[src/rtl/block_output_vc_if.sv]
// Crossbar-side write bus and link-side val/ret bus of one router output port.
interface block_output_vc_if #(
   parameter int DATA_W = 8,
   parameter int NUM_VC = 2
);
   localparam int VC_W = $clog2(NUM_VC);

   logic [DATA_W-1:0] Data_in;
   logic              wr_en;
   logic [VC_W-1:0]   vc_in;
   logic [NUM_VC-1:0] full;
   logic              ovf;
   logic [DATA_W-1:0] Data_out;
   logic [VC_W-1:0]   vc_out;
   logic              val;
   logic              ret;

   // Driver of writes and consumer of the link (crossbar + downstream router).
   modport master (
      output Data_in, wr_en, vc_in, ret,
      input  full, ovf, Data_out, vc_out, val
   );

   // The output port itself.
   modport slave (
      input  Data_in, wr_en, vc_in, ret,
      output full, ovf, Data_out, vc_out, val
   );
endinterface

[src/rtl/block_output_vc.sv]
// NoC router output port: NUM_VC virtual-channel FIFOs, round-robin arbitrated
// onto a single registered val/ret output link.
module block_output_vc #(
   parameter int DATA_W = 8,
   parameter int DEPTH  = 4,
   parameter int NUM_VC = 2
) (
   input  logic                clk,
   input  logic                rst,
   block_output_vc_if.slave    bus
);
   localparam int VC_W  = $clog2(NUM_VC);
   localparam int PTR_W = $clog2(DEPTH);
   localparam int CNT_W = PTR_W + 1;

   logic [DATA_W-1:0] mem    [NUM_VC][DEPTH];
   logic [PTR_W-1:0]  wr_ptr [NUM_VC];
   logic [PTR_W-1:0]  rd_ptr [NUM_VC];
   logic [CNT_W-1:0]  count  [NUM_VC];

   logic [NUM_VC-1:0] full_vec;
   logic [NUM_VC-1:0] nonempty;
   logic [NUM_VC-1:0] push;
   logic [NUM_VC-1:0] pop;
   logic [VC_W-1:0]   rr;
   logic [VC_W-1:0]   grant;
   logic              load;

   logic [DATA_W-1:0] data_q;
   logic [VC_W-1:0]   vc_q;
   logic              val_q;
   logic              ovf_q;

   // Per-VC status and push/pop qualification; full comes from the registered count,
   // so a pop in the same cycle never frees room for a write.
   always_comb begin
      full_vec = '0;
      nonempty = '0;
      push     = '0;
      pop      = '0;
      for (int unsigned v = 0; v < NUM_VC; v++) begin
         full_vec[v] = (count[v] == CNT_W'(DEPTH));
         nonempty[v] = (count[v] != '0);
      end
      load = (!val_q || bus.ret) && (|nonempty);
      for (int unsigned v = 0; v < NUM_VC; v++) begin
         push[v] = bus.wr_en && (bus.vc_in == VC_W'(v)) && !full_vec[v];
         pop[v]  = load && (grant == VC_W'(v));
      end
   end

   // Round-robin grant: first non-empty VC searching rr+1, rr+2, ... modulo NUM_VC.
   always_comb begin
      automatic int unsigned idx;
      automatic logic        found;
      grant = rr;
      found = 1'b0;
      for (int unsigned i = 1; i <= NUM_VC; i++) begin
         idx = rr;
         idx = (idx + i) % NUM_VC;
         if (!found && nonempty[idx]) begin
            grant = VC_W'(idx);
            found = 1'b1;
         end
      end
   end

   // FIFO storage; contents need no reset because counts gate every read.
   always_ff @(posedge clk) begin
      for (int unsigned v = 0; v < NUM_VC; v++) begin
         if (push[v]) begin
            mem[v][wr_ptr[v]] <= bus.Data_in;
         end
      end
   end

   // FIFO pointers/counts, overflow flag, output link register and RR pointer.
   always_ff @(posedge clk) begin
      if (rst) begin
         for (int unsigned v = 0; v < NUM_VC; v++) begin
            wr_ptr[v] <= '0;
            rd_ptr[v] <= '0;
            count[v]  <= '0;
         end
         ovf_q  <= 1'b0;
         val_q  <= 1'b0;
         data_q <= '0;
         vc_q   <= '0;
         rr     <= VC_W'(NUM_VC - 1);
      end else begin
         for (int unsigned v = 0; v < NUM_VC; v++) begin
            if (push[v]) begin
               wr_ptr[v] <= wr_ptr[v] + 1'b1;
            end
            if (pop[v]) begin
               rd_ptr[v] <= rd_ptr[v] + 1'b1;
            end
            case ({push[v], pop[v]})
               2'b10:   count[v] <= count[v] + 1'b1;
               2'b01:   count[v] <= count[v] - 1'b1;
               default: count[v] <= count[v];
            endcase
         end
         ovf_q <= bus.wr_en && full_vec[bus.vc_in];
         if (load) begin
            data_q <= mem[grant][rd_ptr[grant]];
            vc_q   <= grant;
            val_q  <= 1'b1;
            rr     <= grant;
         end else if (bus.ret) begin
            val_q  <= 1'b0;
         end
      end
   end

   assign bus.full     = full_vec;
   assign bus.ovf      = ovf_q;
   assign bus.Data_out = data_q;
   assign bus.vc_out   = vc_q;
   assign bus.val      = val_q;
endmodule

[src/flat_wrapper.sv]
// flat-port wrapper written by rule: the top's interface ports become plain ports
module block_output_vc_flat 
#(
   parameter int DATA_W = 8,
   parameter int DEPTH  = 4,
   parameter int NUM_VC = 2
)
  (clk, rst, bus_Data_in, bus_wr_en, bus_vc_in, bus_ret, bus_full, bus_ovf, bus_Data_out, bus_vc_out, bus_val);
  block_output_vc_if #(.DATA_W(DATA_W), .NUM_VC(NUM_VC)) bus_i ();
  input  logic clk;
  input  logic rst;
  input wire logic [$bits(bus_i.Data_in)-1:0] bus_Data_in;
  input wire logic [$bits(bus_i.wr_en)-1:0] bus_wr_en;
  input wire logic [$bits(bus_i.vc_in)-1:0] bus_vc_in;
  input wire logic [$bits(bus_i.ret)-1:0] bus_ret;
  output wire logic [$bits(bus_i.full)-1:0] bus_full;
  output wire logic [$bits(bus_i.ovf)-1:0] bus_ovf;
  output wire logic [$bits(bus_i.Data_out)-1:0] bus_Data_out;
  output wire logic [$bits(bus_i.vc_out)-1:0] bus_vc_out;
  output wire logic [$bits(bus_i.val)-1:0] bus_val;
  assign bus_i.Data_in = bus_Data_in;
  assign bus_i.wr_en = bus_wr_en;
  assign bus_i.vc_in = bus_vc_in;
  assign bus_i.ret = bus_ret;
  assign bus_full = bus_i.full;
  assign bus_ovf = bus_i.ovf;
  assign bus_Data_out = bus_i.Data_out;
  assign bus_vc_out = bus_i.vc_out;
  assign bus_val = bus_i.val;
  block_output_vc #(.DATA_W(DATA_W), .DEPTH(DEPTH), .NUM_VC(NUM_VC)) u_core (.clk(clk), .rst(rst), .bus(bus_i));
endmodule
[config.mk]
export PLATFORM = sky130hd
export DESIGN_NAME = block_output_vc_flat
export DESIGN_NICKNAME = d
export VERILOG_FILES = /design/src/rtl/block_output_vc_if.sv /design/src/rtl/block_output_vc.sv /design/src/flat_wrapper.sv
export SDC_FILE = /design/constraint.sdc
export NUM_CORES = 1
export LEC_CHECK = 0
export ABC_AREA = 0
export CAP_MARGIN = 15
export CORE_MARGIN = 1
export CORE_UTILIZATION = 30
export CTS_CLUSTER_SIZE = 12
export DETAILED_ROUTE_END_ITERATION = 10
export SYNTH_ARGS = -nofsm -noshare
export SYNTH_HDL_FRONTEND = slang
export SYNTH_SLANG_ARGS = --single-unit
[constraint.sdc]
create_clock -name clk -period 2.7 [get_ports clk]
set_clock_uncertainty 0.05 [all_clocks]
set_input_delay 0.54 -clock clk [delete_from_list [all_inputs] [get_ports clk]]
set_output_delay 0.54 -clock clk [all_outputs]
set_load 0.1 [all_outputs]
==> results of run 1 <==
cell type report:
class | instances | area [µm²] | area share
Multi-Input combinational cell | 129 | 1236 | 0.2570
Clock buffer | 9 | 225.2 | 0.04681
Tap cell | 172 | 215.2 | 0.04473
Timing Repair Buffer | 52 | 420.4 | 0.08739
Sequential cell | 90 | 2582 | 0.5368
Inverter | 13 | 48.80 | 0.01014
Clock inverter | 7 | 82.58 | 0.01717
worst paths after layout:
path | startpoint | endpoint | cells past startpoint
worst min-delay path | u_core.bus.vc_out$_SDFFE_PP0N_ | u_core.bus.vc_out$_SDFFE_PP0N_ | 2
worst min register to register | u_core.bus.vc_out$_SDFFE_PP0N_ | u_core.bus.vc_out$_SDFFE_PP0N_ | 2
worst max register to register | u_core.count[1][1]$_DFFE_PP_ | u_core.count[0][2]$_SDFFCE_PN0P_ | 12
worst max-delay path | u_core.count[1][1]$_DFFE_PP_ | u_core.count[0][2]$_SDFFCE_PN0P_ | 12
cells in the mapped netlist, types with 2 or more instances:
master	instances	share of area
dfxtp_1	12	0.062
inv_1	12	0.012
edfxtp_1	78	0.61
clkbuf_1	3	0.0029
nand2b_1	7	0.011
xor2_1	2	0.0045
a311oi_1	8	0.018
buf_6	2	0.0058
a21oi_1	3	0.0039
nor3b_1	2	0.0039
nand2_1	11	0.011
xnor2_1	3	0.0068
nor2_1	16	0.016
ha_1	15	0.049
o21bai_1	2	0.0039
nand3_1	11	0.014
and2_1	10	0.016
nor3_1	7	0.0091
mux4_2	16	0.094
buf_1	2	0.0019
o31ai_1	2	0.0039
buf_2	3	0.0039
placed cells by master (no fill, tap or decap), types with 4 or more instances in the layout:
cell and count:
inv_1 9, edfxtp_1 78, mux4_2 16, nand2_1 10, ha_1 13, nor3_1 6
nand2b_1 6, buf_4 40, inv_2 4, and2_1 10, nor2_1 16, clkdlybuf4s50_1 12
clkbuf_16 9, dfxtp_1 12, nand3_1 11, a311oi_1 8
registers in the layout, indices dropped and copies added, names as in the netlist:
signal and count:
u_core.mem 64, u_core.wr_ptr 4, u_core.rd_ptr 4, u_core.count 6
u_core.bus.val 1, u_core.bus.ovf 1, u_core.bus.vc_out 1, u_core.bus.Data_out 8
u_core.rr 1
timing repair:
item,in CTS,in global routing
cloned,0,0
pin swaps,0,5
setup endpoints to repair,1,3
buffers inserted,1,3
resized for setup,2,9
hold endpoints to repair,0,0
hold buffers,0,0
cell families (layout without fill, tap and decap cells):
family | after synthesis | in the layout | synth area share
compound gates | 20 | 20 | 0.04058
xor+xnor | 5 | 5 | 0.01137
fa+ha+maj | 16 | 16 | 0.05390
buf+inv | 24 | 81 | 0.02857
flops | 90 | 90 | 0.6701
mux | 18 | 18 | 0.09903
simple gates | 70 | 70 | 0.09643
worst max-delay path: stages (launching register included):
cell	delay, ns
edfxtp_1	0.41
inv_2	0.10
ha_4	0.13
or3b_4	0.40
nand2_4	0.08
nand2_2	0.06
inv_2	0.06
ha_4	0.14
nand2b_4	0.06
fa_2	0.37
xor2_2	0.15
mux2_4	0.32
nor3_2	0.09
routing by layer:
metal | track usage | share of wire | vias up
met1 | 0.1568 | 0.48 | 1045
met5 | 0 | 0 | -
met2 | 0.1772 | 0.47 | 37
met4 | 0.05455 | 0.019 | 0
met3 | 0.02530 | 0.035 | 11
li1 | - | - | 1022
where the power goes:
| group | switching, mW | internal [mW] | leakage (nW) |
|---|---|---|---|
| combinational | 1.25 | 0.848 | 0.764 |
| clock | 0.551 | 0.737 | 0.156 |
| sequential | 0.214 | 1.75 | 0.828 |
| total | 2.02 | 3.34 | 1.75 |
per-stage QoR:
stage                     setup slack [ns]  setup TNS [ns]  std cells
after floorplan                    -0.4052          -1.435        243
after global placement            -0.09627         -0.1179        452
after detailed placement           -0.1665         -0.4375        452
after CTS                         0.004859               0        469
after global routing               0.03708               0        472
final                               0.1504               0        472
==> results.py, run 1 <==
metrics = {
    "routing": {
        "avgRoutedWirePerCell_um": 14.65,
        "route.detailed.drc": 0,
        "num_vias": 2115,
        "first_pass_iters": 4,
        "vias_per_cell": 4.481,
        "wirelength_mm": 6.917,
        "initialDrtViolationCount": 117,
        "postRouteAntennaNets": 0,
    },
    "synthesis": {
        "syn_nets": 272,
        "synth_seq_cells": 90,
        "synth-seq-area-share": 0.6701,
        "synthArstFlopShare": 0,
        "netlist-cell-type-count": 38,
        "synthesis.instances": 243,
        "synth-main-ff-cell": "edfxtp_1",
        "synth_enable_flop_cells": 78,
        "avgSynthCellArea_um2": 15.86,
        "syn_area_um2": 3854,
        "ys.warnings.count": 0,
    },
    "min_path": {
        "hold_path.class": "reg2reg",
    },
    "floorplan": {
        "placementRows": 41,
        "dieArea_um2": 13300,
        "core_um2": 12570,
        "die_h_um": 115.3,
        "die_x_um": 115.3,
        "io_pins": 26,
        "initial_core_util": 0.3066,
    },
    "timing": {
        "timing.final.crit_share": 0.9443,
        "slew_headroom": 0.4293,
        "maxSlewViolCount": 0,
        "tightest_slew_ns": 0.8471,
        "whs_ns": 0.4284,
        "max_freq_ghz": 0.3922,
        "hold_viol_final": 0,
        "rsz0062_at_grt": "no",
        "setup_violations": 0,
        "period_minus_slack_ns": 2.550,
    },
    "grt": {
        "gr-total-overflow": 0,
        "grt_start_max_net_pins": 32,
        "antenna_found_initial": 0,
        "grt_pass1_vias": 2088,
        "track_usage": 0.1158,
        "grt_pass1_wl_mm": 11.11,
    },
    "final_layout": {
        "syn2layout_area_growth_pct": 24.84,
        "antenna_cells": 0,
        "fillCellCount": 1177,
        "design_area_um2": 4811,
        "final_net_count": 324,
        "fin_util": 0.3828,
        "drive_gt1_frac": 0.3033,
    },
    "clocking": {
        "path_clk_slew_ns": 0.07,
        "cts_made_buffers": 9,
        "tritoncts": "yes",
        "cts_buffer_depth": 2,
        "cts-htree-levels": 3,
        "clk_latency_ns": 0.34,
        "cts_root_buf": "clkbuf_16",
        "clock_sinks": 90,
    },
    "setup_path": {
        "worstPathRequired_ns": 2.85,
        "cp_max_fo": 2,
        "worstSetupPathType": "reg2reg",
        "critPathArrivalTime_ns": 2.70,
        "crit_path_start_kind": "register",
        "r2r_slack_ns": 0.15,
        "crit_path_end_kind": "register",
    },
    "pwr": {
        "p_leak_nw": 1.747,
        "finalPower_mw": 5.357,
        "ir_drop_mv": 0.4335,
        "p_per_area_nw_per_um2": 1114,
    },
    "place": {
        "placed_area_um2": 4434,
        "io_buffers": 25,
        "dpl.hpwl_mm": 4.931,
        "place.gp.congestion": 0.7326,
    },
    "flow_run": {
        "drv_cap": 0,
    },
    "outcome": {
        "status": "complete, no violations",
    },
}
(Power assumes the default switching activity.)
==> inputs of run 2 (changes only) <==
TNS_END_PERCENT = 30   (was not set)
==> results of run 2 <==
Final layout, timing and power as in run 1 (identical DEF).
==> inputs of run 3 (changes only) <==
GPL_ROUTABILITY_DRIVEN = 0   (was not set)
==> results of run 3 <==
Final layout, timing and power as in run 1 (identical DEF).
